===== config.mk =====
export PLATFORM = sky130hd
export DESIGN_NAME = lb_router
export DESIGN_NICKNAME = d
export VERILOG_FILES = /design/src/rtl/lb_router_pkg.sv /design/src/rtl/lb_router_tmr.sv /design/src/rtl/lb_router.sv
export SDC_FILE = /design/constraint.sdc
export NUM_CORES = 1
export LEC_CHECK = 0
export ABC_CLOCK_PERIOD_IN_PS = 4600
export BUFFER_PORTS_ARGS = -buffer_cell sky130_fd_sc_hd__clkbuf_2
export CAP_MARGIN = 10
export CORE_AREA = 2 2 160 162
export CTS_CLUSTER_SIZE = 30
export DETAILED_ROUTE_END_ITERATION = 12
export DIE_AREA = 0 0 162 164
export PLACE_DENSITY_LB_ADDON = 0.05
export SYNTH_ARGS = -nofsm -noshare
export SYNTH_HDL_FRONTEND = slang
export SYNTH_HIERARCHICAL = 1
export SYNTH_SLANG_ARGS = --single-unit

===== constraint.sdc =====
create_clock -name clk -period 4.6 [get_ports clk]
set_input_delay 0.46 -clock clk [delete_from_list [all_inputs] [get_ports clk]]
set_output_delay 0.46 -clock clk [all_outputs]
set_load 0.02 [all_outputs]

===== src/rtl/lb_router_pkg.sv =====
// Shared types and helpers for the local-bus router: FSM states, op encoding
// and child-index extraction from a master address.
package lb_router_pkg;

  typedef enum logic [1:0] {
    ST_IDLE = 2'd0,
    ST_BUSY = 2'd1,
    ST_RESP = 2'd2
  } state_e;

  typedef enum logic {
    OP_WR = 1'b0,
    OP_RD = 1'b1
  } op_e;

  // Child index = address bits above the child address field.
  function automatic logic [31:0] chld_idx(input logic [31:0] addr,
                                           input int unsigned chld_addr_w);
    return addr >> chld_addr_w;
  endfunction

endpackage


===== src/rtl/lb_router_tmr.sv =====
// Child response timer: saturating up-counter, cleared outside BUSY.
// expired is high while the count sits at limit.
module lb_router_tmr #(
  parameter int CNT_W = 6
) (
  input  logic             clk,
  input  logic             rst_n,
  input  logic             clr,
  input  logic             en,
  input  logic [CNT_W-1:0] limit,
  output logic             expired
);

  logic [CNT_W-1:0] cnt_q;
  logic [CNT_W-1:0] cnt_d;

  // Next count: clear wins, then increment, holding at limit so it never wraps.
  always_comb begin
    cnt_d = cnt_q;
    if (clr) begin
      cnt_d = '0;
    end else if (en && (cnt_q != limit)) begin
      cnt_d = cnt_q + {{(CNT_W-1){1'b0}}, 1'b1};
    end else begin
      cnt_d = cnt_q;
    end
  end

  // Count register.
  always_ff @(posedge clk or negedge rst_n) begin
    if (!rst_n) begin
      cnt_q <= '0;
    end else begin
      cnt_q <= cnt_d;
    end
  end

  assign expired = (cnt_q == limit);

endmodule


===== src/rtl/lb_router.sv =====
// Local-bus router: forwards one master transaction at a time to a child
// selected by the upper address bits, with timeout and bad-index error responses.
module lb_router
  import lb_router_pkg::*;
#(
  parameter int LB_DATA_W        = 32,
  parameter int LB_ADDR_W        = 16,
  parameter int LB_CHLD_ADDR_W   = 12,
  parameter int NUM_CHILDREN     = 4,
  parameter int TIMEOUT_CYCLES   = 64,
  parameter int REGISTER_OUTPUTS = 1,
  parameter logic [LB_DATA_W-1:0] DEFAULT_DATA_VAL = 32'hdeadbabe
) (
  input  logic                                 clk,
  input  logic                                 rst_n,
  input  logic                                 lb_wr_en,
  input  logic                                 lb_rd_en,
  input  logic [LB_ADDR_W-1:0]                 lb_addr,
  input  logic [LB_DATA_W-1:0]                 lb_wr_data,
  output logic                                 lb_wr_valid,
  output logic                                 lb_rd_valid,
  output logic [LB_DATA_W-1:0]                 lb_rd_data,
  output logic                                 lb_err,
  output logic                                 lb_busy,
  output logic [NUM_CHILDREN-1:0]              chld_lb_wr_en,
  output logic [NUM_CHILDREN-1:0]              chld_lb_rd_en,
  output logic [NUM_CHILDREN*LB_CHLD_ADDR_W-1:0] chld_lb_addr,
  output logic [NUM_CHILDREN*LB_DATA_W-1:0]    chld_lb_wr_data,
  input  logic [NUM_CHILDREN-1:0]              chld_lb_wr_valid,
  input  logic [NUM_CHILDREN-1:0]              chld_lb_rd_valid,
  input  logic [NUM_CHILDREN*LB_DATA_W-1:0]    chld_lb_rd_data
);

  localparam int IDX_W = LB_ADDR_W - LB_CHLD_ADDR_W;
  localparam int CNT_W = $clog2(TIMEOUT_CYCLES);
  localparam logic [CNT_W-1:0] TMR_LIMIT = CNT_W'(TIMEOUT_CYCLES - 1);

  state_e                    state_q, state_d;
  op_e                       op_q, op_d;
  logic [IDX_W-1:0]          idx_q, idx_d;
  logic [LB_CHLD_ADDR_W-1:0] addr_q, addr_d;
  logic [LB_DATA_W-1:0]      wdata_q, wdata_d;
  logic                      dual_q, dual_d;
  logic [NUM_CHILDREN-1:0]   wr_en_q, wr_en_d;
  logic [NUM_CHILDREN-1:0]   rd_en_q, rd_en_d;
  logic                      wr_valid_q, wr_valid_d;
  logic                      rd_valid_q, rd_valid_d;
  logic                      err_q, err_d;
  logic [LB_DATA_W-1:0]      rd_data_q, rd_data_d;
  logic                      busy_q, busy_d;

  logic [31:0]               idx_full_s;
  logic                      idx_ok_s;
  logic [NUM_CHILDREN-1:0]   dec_s;
  logic [NUM_CHILDREN-1:0]   hit_s;
  logic [LB_DATA_W-1:0]      chld_rd_data_a [NUM_CHILDREN];
  logic [LB_DATA_W-1:0]      sel_rd_data_s;
  logic                      sel_wr_vld_s;
  logic                      sel_rd_vld_s;
  logic                      accept_s;
  logic                      timeout_s;
  logic                      tmr_expired_s;
  logic                      comb_wr_s;
  logic                      comb_rd_s;

  assign idx_full_s = chld_idx(32'(lb_addr), LB_CHLD_ADDR_W);
  assign idx_ok_s   = (idx_full_s < 32'(NUM_CHILDREN));

  for (genvar i = 0; i < NUM_CHILDREN; i++) begin : g_chld
    assign dec_s[i]          = (idx_full_s == 32'(i));
    assign hit_s[i]          = (idx_q == IDX_W'(i));
    assign chld_rd_data_a[i] = chld_lb_rd_data[i*LB_DATA_W +: LB_DATA_W];
    assign chld_lb_addr[i*LB_CHLD_ADDR_W +: LB_CHLD_ADDR_W] = addr_q;
    assign chld_lb_wr_data[i*LB_DATA_W +: LB_DATA_W]        = wdata_q;
  end

  assign chld_lb_wr_en = wr_en_q;
  assign chld_lb_rd_en = rd_en_q;
  assign sel_wr_vld_s  = |(chld_lb_wr_valid & hit_s);
  assign sel_rd_vld_s  = |(chld_lb_rd_valid & hit_s);

  // Read-data mux for the selected child; unselected lanes are masked to zero.
  always_comb begin
    sel_rd_data_s = '0;
    for (int i = 0; i < NUM_CHILDREN; i++) begin
      sel_rd_data_s = sel_rd_data_s | (chld_rd_data_a[i] & {LB_DATA_W{hit_s[i]}});
    end
  end

  assign accept_s  = (state_q == ST_BUSY) &&
                     ((op_q == OP_WR) ? sel_wr_vld_s : sel_rd_vld_s);
  // A child valid in the expiry cycle takes priority over the timeout.
  assign timeout_s = (state_q == ST_BUSY) && tmr_expired_s && !accept_s;

  lb_router_tmr #(
    .CNT_W (CNT_W)
  ) u_tmr (
    .clk     (clk),
    .rst_n   (rst_n),
    .clr     (state_q != ST_BUSY),
    .en      ((state_q == ST_BUSY) && !accept_s),
    .limit   (TMR_LIMIT),
    .expired (tmr_expired_s)
  );

  // Next-state, request latch and response generation.
  always_comb begin
    state_d    = state_q;
    op_d       = op_q;
    idx_d      = idx_q;
    addr_d     = addr_q;
    wdata_d    = wdata_q;
    dual_d     = dual_q;
    wr_en_d    = '0;
    rd_en_d    = '0;
    wr_valid_d = 1'b0;
    rd_valid_d = 1'b0;
    err_d      = 1'b0;
    rd_data_d  = rd_data_q;
    case (state_q)
      ST_IDLE: begin
        if (lb_wr_en || lb_rd_en) begin
          op_d    = lb_wr_en ? OP_WR : OP_RD;
          idx_d   = idx_full_s[IDX_W-1:0];
          addr_d  = lb_addr[LB_CHLD_ADDR_W-1:0];
          wdata_d = lb_wr_data;
          dual_d  = lb_wr_en && lb_rd_en;
          if (idx_ok_s) begin
            state_d = ST_BUSY;
            if (lb_wr_en) begin
              wr_en_d = dec_s;
            end else begin
              rd_en_d = dec_s;
            end
          end else begin
            state_d    = ST_RESP;
            wr_valid_d = lb_wr_en;
            rd_valid_d = !lb_wr_en;
            err_d      = 1'b1;
            if (!lb_wr_en) begin
              rd_data_d = DEFAULT_DATA_VAL;
            end else begin
              rd_data_d = rd_data_q;
            end
          end
        end else begin
          state_d = ST_IDLE;
        end
      end
      ST_BUSY: begin
        if (accept_s) begin
          if (op_q == OP_RD) begin
            rd_data_d = sel_rd_data_s;
          end else begin
            rd_data_d = rd_data_q;
          end
          if (REGISTER_OUTPUTS != 0) begin
            state_d    = ST_RESP;
            wr_valid_d = (op_q == OP_WR);
            rd_valid_d = (op_q == OP_RD);
            err_d      = dual_q;
          end else begin
            state_d = ST_IDLE;
          end
        end else if (timeout_s) begin
          state_d    = ST_RESP;
          wr_valid_d = (op_q == OP_WR);
          rd_valid_d = (op_q == OP_RD);
          err_d      = 1'b1;
          if (op_q == OP_RD) begin
            rd_data_d = DEFAULT_DATA_VAL;
          end else begin
            rd_data_d = rd_data_q;
          end
        end else begin
          state_d = ST_BUSY;
        end
      end
      ST_RESP: begin
        state_d = ST_IDLE;
      end
      default: begin
        state_d = ST_IDLE;
      end
    endcase
  end

  assign busy_d = (state_d != ST_IDLE);

  // State and datapath registers.
  always_ff @(posedge clk or negedge rst_n) begin
    if (!rst_n) begin
      state_q    <= ST_IDLE;
      op_q       <= OP_WR;
      idx_q      <= '0;
      addr_q     <= '0;
      wdata_q    <= '0;
      dual_q     <= 1'b0;
      wr_en_q    <= '0;
      rd_en_q    <= '0;
      wr_valid_q <= 1'b0;
      rd_valid_q <= 1'b0;
      err_q      <= 1'b0;
      rd_data_q  <= '0;
      busy_q     <= 1'b0;
    end else begin
      state_q    <= state_d;
      op_q       <= op_d;
      idx_q      <= idx_d;
      addr_q     <= addr_d;
      wdata_q    <= wdata_d;
      dual_q     <= dual_d;
      wr_en_q    <= wr_en_d;
      rd_en_q    <= rd_en_d;
      wr_valid_q <= wr_valid_d;
      rd_valid_q <= rd_valid_d;
      err_q      <= err_d;
      rd_data_q  <= rd_data_d;
      busy_q     <= busy_d;
    end
  end

  // Unregistered mode answers in the child's valid cycle; error paths stay registered.
  assign comb_wr_s   = (REGISTER_OUTPUTS == 0) && accept_s && (op_q == OP_WR);
  assign comb_rd_s   = (REGISTER_OUTPUTS == 0) && accept_s && (op_q == OP_RD);
  assign lb_wr_valid = wr_valid_q | comb_wr_s;
  assign lb_rd_valid = rd_valid_q | comb_rd_s;
  assign lb_err      = err_q | ((comb_wr_s | comb_rd_s) & dual_q);
  assign lb_rd_data  = comb_rd_s ? sel_rd_data_s : rd_data_q;
  assign lb_busy     = busy_q;

endmodule


==> metrics.md, run 1 <==
| Metric | Value |
|---|---|
| Type of the worst min-delay path | primary input to asynchronous set/reset pin |
| Startpoint types | flip-flop |
| First-pass GRT wire length | 29400 um |
| Hold_buf cts | 0 |
| Fin Hold WS | 0.226 ns |
| Routability cong. | 0.702 |
| YS warnings | 6 |
| CTS tree | done |
| Worst setup path category | flip-flop to flip-flop |
| Core ar. | 24800 um2 |
| Initial Util | 24.6% |
| Die ar. | 26600 um2 |
| Area delta synth->final | 27.9% |
| RSZ-0062 raised after global routing | false |
| FF-to-FF Start | idx_q[1] |
| Synth async-reset ratio | 100% |
| Worst Path Required | 4.87 ns |
| Clock-pin slew on the worst setup and hold paths | 0.07 ns |
| Post-CTS Setup Inserts | 0 |
| Flops & latches, synth | 102 |
| Final Critical Period | 2.85 ns |
| CP endpoint kind | flip-flop |
| DRT iter0 DRCs | 145 |
| Crit path from | idx_q[1] |
| DRC Markers | 0 |
| CTS sink count | 102 |
| Worst Setup Slack post-DPL | 1.78 ns |
| Synth unique cells | 45 |
| Worst Slack Setup Final | 1.75 ns |
| DR vias/cell | 4.20 |
| Relative slew margins | 37.1% |
| Detailed Place HPWL | 15500 um |
| EDFF count, synth | 0 |
| Pwr/cell area | 750 nW/um2 |
| Initial antenna violation count | 0 |
| Maximum vdd ir drop | 0.281 mV |
| Via count | 5172 |
| Seq/Total Area, Yosys | 41.9% |
| Commonest non-fill, non-tap cell in the layout | clkbuf_2 |
| Most frequent cells in the layout | clkbuf_2 (406), nand2_1 (167), dfrtp_1 (101) |
| Setup Skew | 0.00711 ns |
| Later-pin clock latency in the skew report | 0.35 ns |
| Synth Cell Area | 6090 um2 |
| Final wirelength | 19700 um |
| Count of boundary I/O pins | 408 |
| PortBufs | 407 |
| Share of cells above drive strength 1 | 55.1% |
| Final setup violation count | 0 |
| Inserted Diodes | 0 |
| Fin. Hold Viols | 0 |
| Leakage | 0.00407 uW |
| Sum Neg Setup Slack | 0 ns |
| Final Max Slew Viols | 0 |
| Syn Inst Count | 631 |
| CTS root buffer | clkbuf_16 |
| PostCTS Resize Cnt | 0 |
| Final Cycle Share | 62.1% |
| GR Util All Layers | 14.5% |
| Avg Inst Size Synth | 9.66 um2 |
| Max Cap Viol | 0 |
| Status | completed |
| Rows | 58 |
| Most common flop cell mapped by yosys | dfrtp_1 |
| Worst-Margin Slew | 0.944 ns |
| Final nets | 1086 |
| H-tree depth | 3 |
| TritonRoute pass-1 iters | 4 |
| Largest net degree at the start of global routing | 69 |
| Num CTS Buffers | 9 |
| Drt wl/cell | 16.0 um |
| Antenna Nets Post-Route | 0 |
| CP Data Arrival Time | 3.13 ns |
| Max clock buf depth | 2 |
| Number of global-route vias before repair | 5181 |
| Die Height | 164 um |
| FMAX | 350 MHz |
| Total grt overflow | 0 |
| Die Wd | 162 um |
| CP max FO | 16 |
## report_power, final
group / switching [uW] / internal [uW] / total, uW
combinational: 2200 / 1140 / 3350
clock: 367 / 511 / 878
sequential: 384 / 1240 / 1620
## metrics by stage
stage / power [uW] / util (%) / cell area, um2 / cells
2_1_floorplan: 4540 / - / 6110 / 636
3_3_place_gp: 5110 / 30.1 / 7460 / 1216
3_5_place_dp: 5080 / 30.1 / 7460 / 1216
4_1_cts: 5990 / 31.4 / 7800 / 1232
5_1_grt: 6300 / 31.4 / 7800 / 1232
6_report: 5850 / 31.4 / 7800 / 1232
## layout make-up
| type | count | area, um2 |
|---|---|---|
| Inverter | 4 | 15.0 |
| Tap cell | 330 | 413 |
| Timing Repair Buffer | 414 | 2090 |
| Clock inverter | 4 | 77.6 |
| Fill cell | 2724 | 17000 |
| Multi-Input combinational cell | 366 | 2390 |
| Clock buffer | 12 | 256 |
| Sequential cell | 102 | 2550 |
## final timing paths
check | end | slack, ns | cells past startpoint
worst max-delay path | u_tmr/cnt_q[5] | 1.75 | 8
worst min register to register | lb_wr_valid | 0.52 | 1
min in group clk | wdata_q[30] | 0.29 | 3
max in group asynchronous | wdata_q[9] | 3.32 | 2
worst max register to register | u_tmr/cnt_q[5] | 1.75 | 8
worst min-delay path | lb_rd_data[5] | 0.23 | 1
## worst max-delay path: stages (launching register included)
cell	delay, ns
dfrtp_1	0.76
mux2_2	0.42
a22oi_2	0.24
nand2_1	0.14
and2_4	0.19
nor2_1	0.23
o21ai_4	0.13
or4_1	0.51
a21oi_1	0.15
## flip-flops by register name (all words and copies together), names as in the netlist
register,count
lb_busy,1
lb_rd_valid,1
state_q,2
dual_q,1
u_tmr/cnt_q,6
chld_lb_wr_en,4
addr_q,12
wdata_q,32
lb_rd_data,32
idx_q,4
chld_lb_rd_en,4
op_q,1
lb_wr_valid,1
lb_err,1
## layer usage
layer / part of all wire [%] / track usage, %
met4: 1.1 / 4.47
met3: 7.6 / 3.46
met2: 52 / 26.6
met5: 0 / 0
met1: 39 / 16.8
## cell usage after synthesis, types with 2 or more instances
master,count,area [um2]
nand2_1,167,627
buf_4,134,1010
dfrtp_1,102,2550
nor2_1,36,135
nand3_1,34,170
mux4_2,32,721
o21ai_2,20,175
o21ai_0,17,85.1
clkbuf_1,16,60.1
buf_2,7,35.0
buf_6,6,67.6
o21ai_1,6,30.0
xnor2_1,6,52.6
nor3_1,5,25.0
inv_1,4,15.0
a21oi_1,3,15.0
nor2b_1,3,18.8
nor2_4,2,22.5
o31ai_1,2,15.0
or3_1,2,12.5
or4_1,2,15.0
xor2_1,2,17.5
## logic make-up (layout without fill, tap and decap cells)
| logic type | count (synthesis) | count (layout) | synth area share (%) |
|---|---|---|---|
| compound gates | 58 | 58 | 7.00 |
| xor+xnor | 8 | 8 | 1.15 |
| fa+ha+maj | 1 | 1 | 0.205 |
| buf+inv | 168 | 434 | 19.5 |
| flops | 102 | 102 | 41.9 |
| mux | 35 | 35 | 12.4 |
| other cells | 1 | 6 | 0.0615 |
| simple gates | 258 | 258 | 17.8 |
(Power assumes the default switching activity.)
==> run 2, diff against run 1 <==
Settings changed: ABC_CLOCK_PERIOD_IN_PS 4600 to 2700, CORE_AREA 2 2 160 162 to 2 2 159 161, DIE_AREA 0 0 162 164 to 0 0 161 163.
Clock period 4.6 ns to 2.7 ns, I/O delays scaled along.
==> metrics.md, run 2 (same netlist as run 1, synthesis figures left out) <==
| Metric | Value |
|---|---|
| FF-to-FF Start | idx_q[1] (unchanged) |
| Initial antenna violation count | 1 (was 0) |
| Final Max Slew Viols | 0 (unchanged) |
| Share of cells above drive strength 1 | 55.1% (about the same) |
| Final Cycle Share | 90.4% (was 62.1%) |
| Relative slew margins | 53.4% (was 37.1%) |
| Die ar. | 26200 um2 (was 26600 um2) |
| Pwr/cell area | 1260 nW/um2 (was 750 nW/um2) |
| Max clock buf depth | 2 (unchanged) |
| FF-to-FF path depth | 8 (unchanged) |
| CTS tree | done (unchanged) |
| Commonest non-fill, non-tap cell in the layout | clkbuf_2 (unchanged) |
| Sum Neg Setup Slack | 0 ns (unchanged) |
| GR Util All Layers | 14.3% (was 14.5%) |
| Drt wl/cell | 15.3 um (was 16.0 um) |
| Clock-pin slew on the worst setup and hold paths | 0.08 ns (was 0.07 ns) |
| H-tree depth | 3 (unchanged) |
| Status | completed (unchanged) |
| Final setup violation count | 0 (unchanged) |
| Initial Util | 24.7% (was 24.6%) |
| FMAX | 410 MHz (was 350 MHz) |
| Fin. Hold Viols | 0 (unchanged) |
| First-pass GRT wire length | 28900 um (was 29400 um) |
| Detailed Place HPWL | 14700 um (was 15500 um) |
| Maximum vdd ir drop | 0.481 mV (was 0.281 mV) |
| Worst-Margin Slew | 0.697 ns (was 0.944 ns) |
| Later-pin clock latency in the skew report | 0.35 ns (about the same) |
| Leakage | 0.00409 uW (was 0.00407 uW) |
| Rows | 58 (unchanged) |
| Highest routed layer | met5 (was met4) |
| Die Wd | 161 um (was 162 um) |
| Largest net degree at the start of global routing | 65 (was 69) |
| Number of global-route vias before repair | 5019 (was 5181) |
| Area delta synth->final | 28.6% (was 27.9%) |
| Final wirelength | 18900 um (was 19700 um) |
| Post-route design area | 7840 um2 (was 7800 um2) |
| CTS root buffer | clkbuf_16 (unchanged) |
| Inserted Diodes | 0 (unchanged) |
| CP Data Arrival Time | 2.72 ns (was 3.13 ns) |
| Type of the worst min-delay path | primary input to flip-flop (was primary input to asynchronous set/reset pin) |
| CP endpoint kind | flip-flop (unchanged) |
| RR Endpoint | u_tmr/cnt_q[5] (unchanged) |
| Reg2Reg Setup Slack | 0.26 ns (was 1.75 ns) |
| DR vias/cell | 4.19 (was 4.20) |
| Setup Skew | 0.0149 ns (was 0.00711 ns) |
| Routability cong. | 0.692 (was 0.702) |
| CTS sink count | 102 (unchanged) |
| Antenna Nets Post-Route | 0 (unchanged) |
| Final nets | 1092 (was 1086) |
| TritonRoute pass-1 iters | 5 (was 4) |
| Crit path from | idx_q[1] (unchanged) |
| RSZ-0062 raised after global routing | false (unchanged) |
| Total grt overflow | 0 (unchanged) |
| Critical Path Sink | u_tmr/cnt_q[5] (unchanged) |
| Worst setup path category | flip-flop to flip-flop (unchanged) |
| Final Critical Period | 2.44 ns (was 2.85 ns) |
| CP max FO | 6 (was 16) |
| DRT iter0 DRCs | 166 (was 145) |
| Met3 Wirelength | 1430 um (was 1490 um) |
| Worst Path Required | 2.98 ns (was 4.87 ns) |
| Startpoint types | flip-flop (unchanged) |
| DRC Markers | 0 (unchanged) |
| Num CTS Buffers | 9 (unchanged) |
| Core ar. | 24700 um2 (was 24800 um2) |
| Die Height | 163 um (was 164 um) |
| PortBufs | 407 (unchanged) |
| WL met2 | 9620 um (was 10300 um) |
| Most frequent cells in the layout | clkbuf_2 (406), nand2_1 (167), dfrtp_1 (101) (unchanged) |
| Max Cap Viol | 0 (unchanged) |
| Count of boundary I/O pins | 408 (unchanged) |
| PostCTS Resize Cnt | 0 (unchanged) |
| Via count | 5178 (was 5172) |
| Placed Area | 7520 um2 (was 7460 um2) |
| Met1 wire length | 7710 um (was 7640 um) |
run 2: cell types whose count changed in the layout (fill, tap and decap cells not counted), sizes merged:
| cell | delta |
|---|---|
| clkbuf | -1 |
| clkinvlp | +1 |
| inv | -1 |
| dlygate4sd3 | +1 |
| buf | +5 |
run 2: layout make-up:
class	count	area, um2
Fill cell	2651	16800
Sequential cell	102	2550
Multi-Input combinational cell	366	2390
Timing Repair Buffer	420	2160
Tap cell	330	413
Clock buffer	11	233
Clock inverter	4	72.6
Inverter	4	15.0
run 2: per-stage QoR:
stage | std cells | worst slack, ns | hold slack [ns] | utilization (%) | power, uW
2_1_floorplan | 636 | 0.377 | -0.0256 | - | 7730
3_3_place_gp | 1221 | 0.272 | 0.323 | 30.5 | 8700
3_5_place_dp | 1221 | 0.251 | 0.337 | 30.5 | 8640
4_1_cts | 1237 | 0.244 | 0.0831 | 31.8 | 10100
5_1_grt | 1237 | 0.104 | 0.0862 | 31.8 | 10600
6_report | 1237 | 0.259 | 0.103 | 31.8 | 9890
run 2: power breakdown:
| part | switching [uW] | internal (uW) | leakage [uW] | total [uW] |
|---|---|---|---|---|
| Combinational | 3780 | 1970 | 0.00272 | 5750 |
| Sequential | 613 | 2110 | 0.00122 | 2720 |
| Clock | 602 | 809 | 0.000146 | 1410 |
| Total | 5000 | 4890 | 0.00409 | 9890 |
run 2: worst min path at each step:
stage | start | endpoint | slack [ns] | depth (start not counted)
CTS | lb_wr_data[30] | wdata_q[30] | 0.08 | 3
finish | lb_wr_data[2] | wdata_q[2] | 0.10 | 3
detailed placement | rst_n | lb_rd_data[11] | 0.34 | 1
floorplan | rst_n | addr_q[0] | -0.03 | 0
global placement | rst_n | lb_rd_data[7] | 0.32 | 1
global route | lb_wr_data[5] | wdata_q[5] | 0.09 | 3
run 2: what timing repair did:
action | in CTS | in global routing
hold buffers | 1 | 0
setup buffers | 0 | 0
endpoints found under the hold margin | 40 | 0
run 2: routing by layer:
layer	up-vias	GRT usage, %
met5	-	0
li1	2503	-
met4	2	3.53
met1	2414	17.6
met3	9	3.97
met2	250	24.9
run 2: worst max-delay path: stages, from the launching register on:
cell and delay, ns:
dfrtp_1 0.46, mux2_4 0.33, a22oi_2 0.27, nand2_1 0.14, and2_4 0.19, nor2_1 0.20
o21ai_4 0.13, or4_1 0.51, a21oi_1 0.14
==> run 3, diff against run 2 <==
==> constraint.sdc (replaced) <==
create_clock -name clk -period 2.7 [get_ports clk]
set_input_delay 0 -clock clk [delete_from_list [all_inputs] [get_ports clk]]
set_output_delay 0 -clock clk [all_outputs]
set_load 0.02 [all_outputs]
==> metrics.md, run 3 (same netlist as run 1, synthesis figures left out) <==
| Metric | Value |
|---|---|
| Status | completed (unchanged) |
| FF-to-FF path depth | 8 (unchanged) |
| Area delta synth->final | 36.8% (was 28.6%) |
| Final wirelength | 19100 um (was 18900 um) |
| Most frequent cells in the layout | clkbuf_2 (406), nand2_1 (167), dfrtp_1 (101) (unchanged) |
| DRC Markers | 0 (unchanged) |
| Leakage | 0.00428 uW (was 0.00409 uW) |
| Num CTS Buffers | 9 (unchanged) |
| RR Endpoint | u_tmr/cnt_q[5] (unchanged) |
| Max Cap Viol | 0 (unchanged) |
| Via count | 5314 (was 5178) |
| Initial antenna violation count | 1 (unchanged) |
| TritonRoute pass-1 iters | 4 (was 5) |
| Relative slew margins | 54.0% (was 53.4%) |
| PostCTS Resize Cnt | 0 (unchanged) |
| DRT iter0 DRCs | 203 (was 166) |
| H-tree depth | 3 (unchanged) |
| Final Critical Period | 2.42 ns (was 2.44 ns) |
| DR vias/cell | 4.13 (was 4.19) |
| Finished Layout Cells | 1288 (was 1237) |
| Initial Util | 24.7% (unchanged) |
| First-pass GRT wire length | 29500 um (was 28900 um) |
| GR Util All Layers | 14.5% (was 14.3%) |
| Routability cong. | 0.734 (was 0.692) |
| Commonest non-fill, non-tap cell in the layout | clkbuf_2 (unchanged) |
| FF-to-FF Start | idx_q[1] (unchanged) |
| Die Wd | 161 um (unchanged) |
| CTS sink count | 102 (unchanged) |
| Max clock buf depth | 2 (unchanged) |
| CP Data Arrival Time | 2.69 ns (was 2.72 ns) |
| Drt wl/cell | 14.9 um (was 15.3 um) |
| Worst Path Required | 2.97 ns (was 2.98 ns) |
| Placed cell count | 1219 (was 1221) |
| Antenna Nets Post-Route | 0 (unchanged) |
| Total grt overflow | 0 (unchanged) |
| Detailed Place HPWL | 14600 um (was 14700 um) |
| Fin. Hold Viols | 0 (unchanged) |
| Number of global-route vias before repair | 5286 (was 5019) |
| Final Max Slew Viols | 0 (unchanged) |
| Critical Path Sink | u_tmr/cnt_q[5] (unchanged) |
| CTS tree | done (unchanged) |
| Later-pin clock latency in the skew report | 0.35 ns (about the same) |
| Startpoint types | flip-flop (unchanged) |
| PortBufs | 407 (unchanged) |
| Count of boundary I/O pins | 408 (unchanged) |
| Worst-Margin Slew | 0.688 ns (was 0.697 ns) |
| RSZ-0062 raised after global routing | false (unchanged) |
| Worst setup path category | flip-flop to flip-flop (unchanged) |
| Util after Layout | 33.8% (was 31.8%) |
| Largest net degree at the start of global routing | 65 (unchanged) |
| Clock-pin slew on the worst setup and hold paths | 0.08 ns (about the same) |
| Core ar. | 24700 um2 (unchanged) |
| Final nets | 1141 (was 1092) |
| Placed Area | 7520 um2 (about the same) |
| Setup Skew | 0.0126 ns (was 0.0149 ns) |
| Final setup violation count | 0 (unchanged) |
| Sum Neg Setup Slack | 0 ns (unchanged) |
| Maximum vdd ir drop | 0.451 mV (was 0.481 mV) |
| Pwr/cell area | 1180 nW/um2 (was 1260 nW/um2) |
| CTS root buffer | clkbuf_16 (unchanged) |
| CP endpoint kind | flip-flop (unchanged) |
| Reg2Reg Setup Slack | 0.28 ns (was 0.26 ns) |
| Share of cells above drive strength 1 | 52.1% (was 55.1%) |
| Crit path from | idx_q[1] (unchanged) |
| CP max FO | 6 (unchanged) |
| Type of the worst min-delay path | primary input to flip-flop (unchanged) |
| Die Height | 163 um (unchanged) |
| Rows | 58 (unchanged) |
| FMAX | 413 MHz (was 410 MHz) |
| Die ar. | 26200 um2 (unchanged) |
| Post-route design area | 8340 um2 (was 7840 um2) |
| Final Cycle Share | 89.7% (was 90.4%) |
-- run 3: per-layer routing --
metal | global-route usage (%) | wire length, um
met5 | 0 | 0
met4 | 4.34 | 212
met3 | 3.59 | 1460
met2 | 25.4 | 9720
met1 | 17.6 | 7750
-- run 3: metrics by stage --
step | setup WS (ns) | power [uW] | hold WS, ns
6_report | 0.279 | 9880 | 0.102
5_1_grt | 0.146 | 10600 | 0.0978
3_5_place_dp | 0.287 | 8640 | -0.175
2_1_floorplan | 0.377 | 7730 | -0.296
4_1_cts | 0.239 | 10100 | 0.0888
3_3_place_gp | 0.299 | 8700 | -0.175
-- run 3: how the worst min path moves through the flow --
| stage | slack [ns] | cells past startpoint | startpoint | to |
|---|---|---|---|---|
| after detailed placement | -0.18 | 1 | rst_n | lb_rd_data[7] |
| after global placement | -0.17 | 1 | rst_n | lb_rd_data[7] |
| final | 0.10 | 4 | chld_lb_rd_data[103] | lb_rd_data[7] |
| after global routing | 0.1 | 4 | chld_lb_rd_data[70] | lb_rd_data[6] |
| after floorplan | -0.30 | 0 | rst_n | addr_q[0] |
| after CTS | 0.09 | 4 | chld_lb_rd_data[103] | lb_rd_data[7] |
-- run 3: power breakdown --
group          leakage, uW  switching [uW]  internal [uW]  total (uW)
clock network     0.000128             619            721        1340
registers          0.00122             618           2110        2730
logic              0.00293            3780           2030        5810
-- run 3: critical path, stage by stage, from the launching register on --
cell,delay [ns]
dfrtp_1,0.46
mux2_4,0.33
a22oi_2,0.26
nand2_1,0.12
and2_4,0.19
nor2_1,0.21
o21ai_4,0.13
or4_1,0.50
a21oi_1,0.15
-- run 3: cell type report --
class	instances	area [um2]
Tap cell	330	413
Clock buffer	11	233
Sequential cell	102	2550
Clock inverter	5	60.1
Antenna cell	1	2.50
Inverter	4	15.0
Fill cell	2607	16300
Multi-Input combinational cell	366	2390
Timing Repair Buffer	469	2670
-- run 3: timing repair --
item / CTS / global route
hold buffers: 52 / 0
setup buffers: 0 / 0
endpoints found under the hold margin: 159 / 0
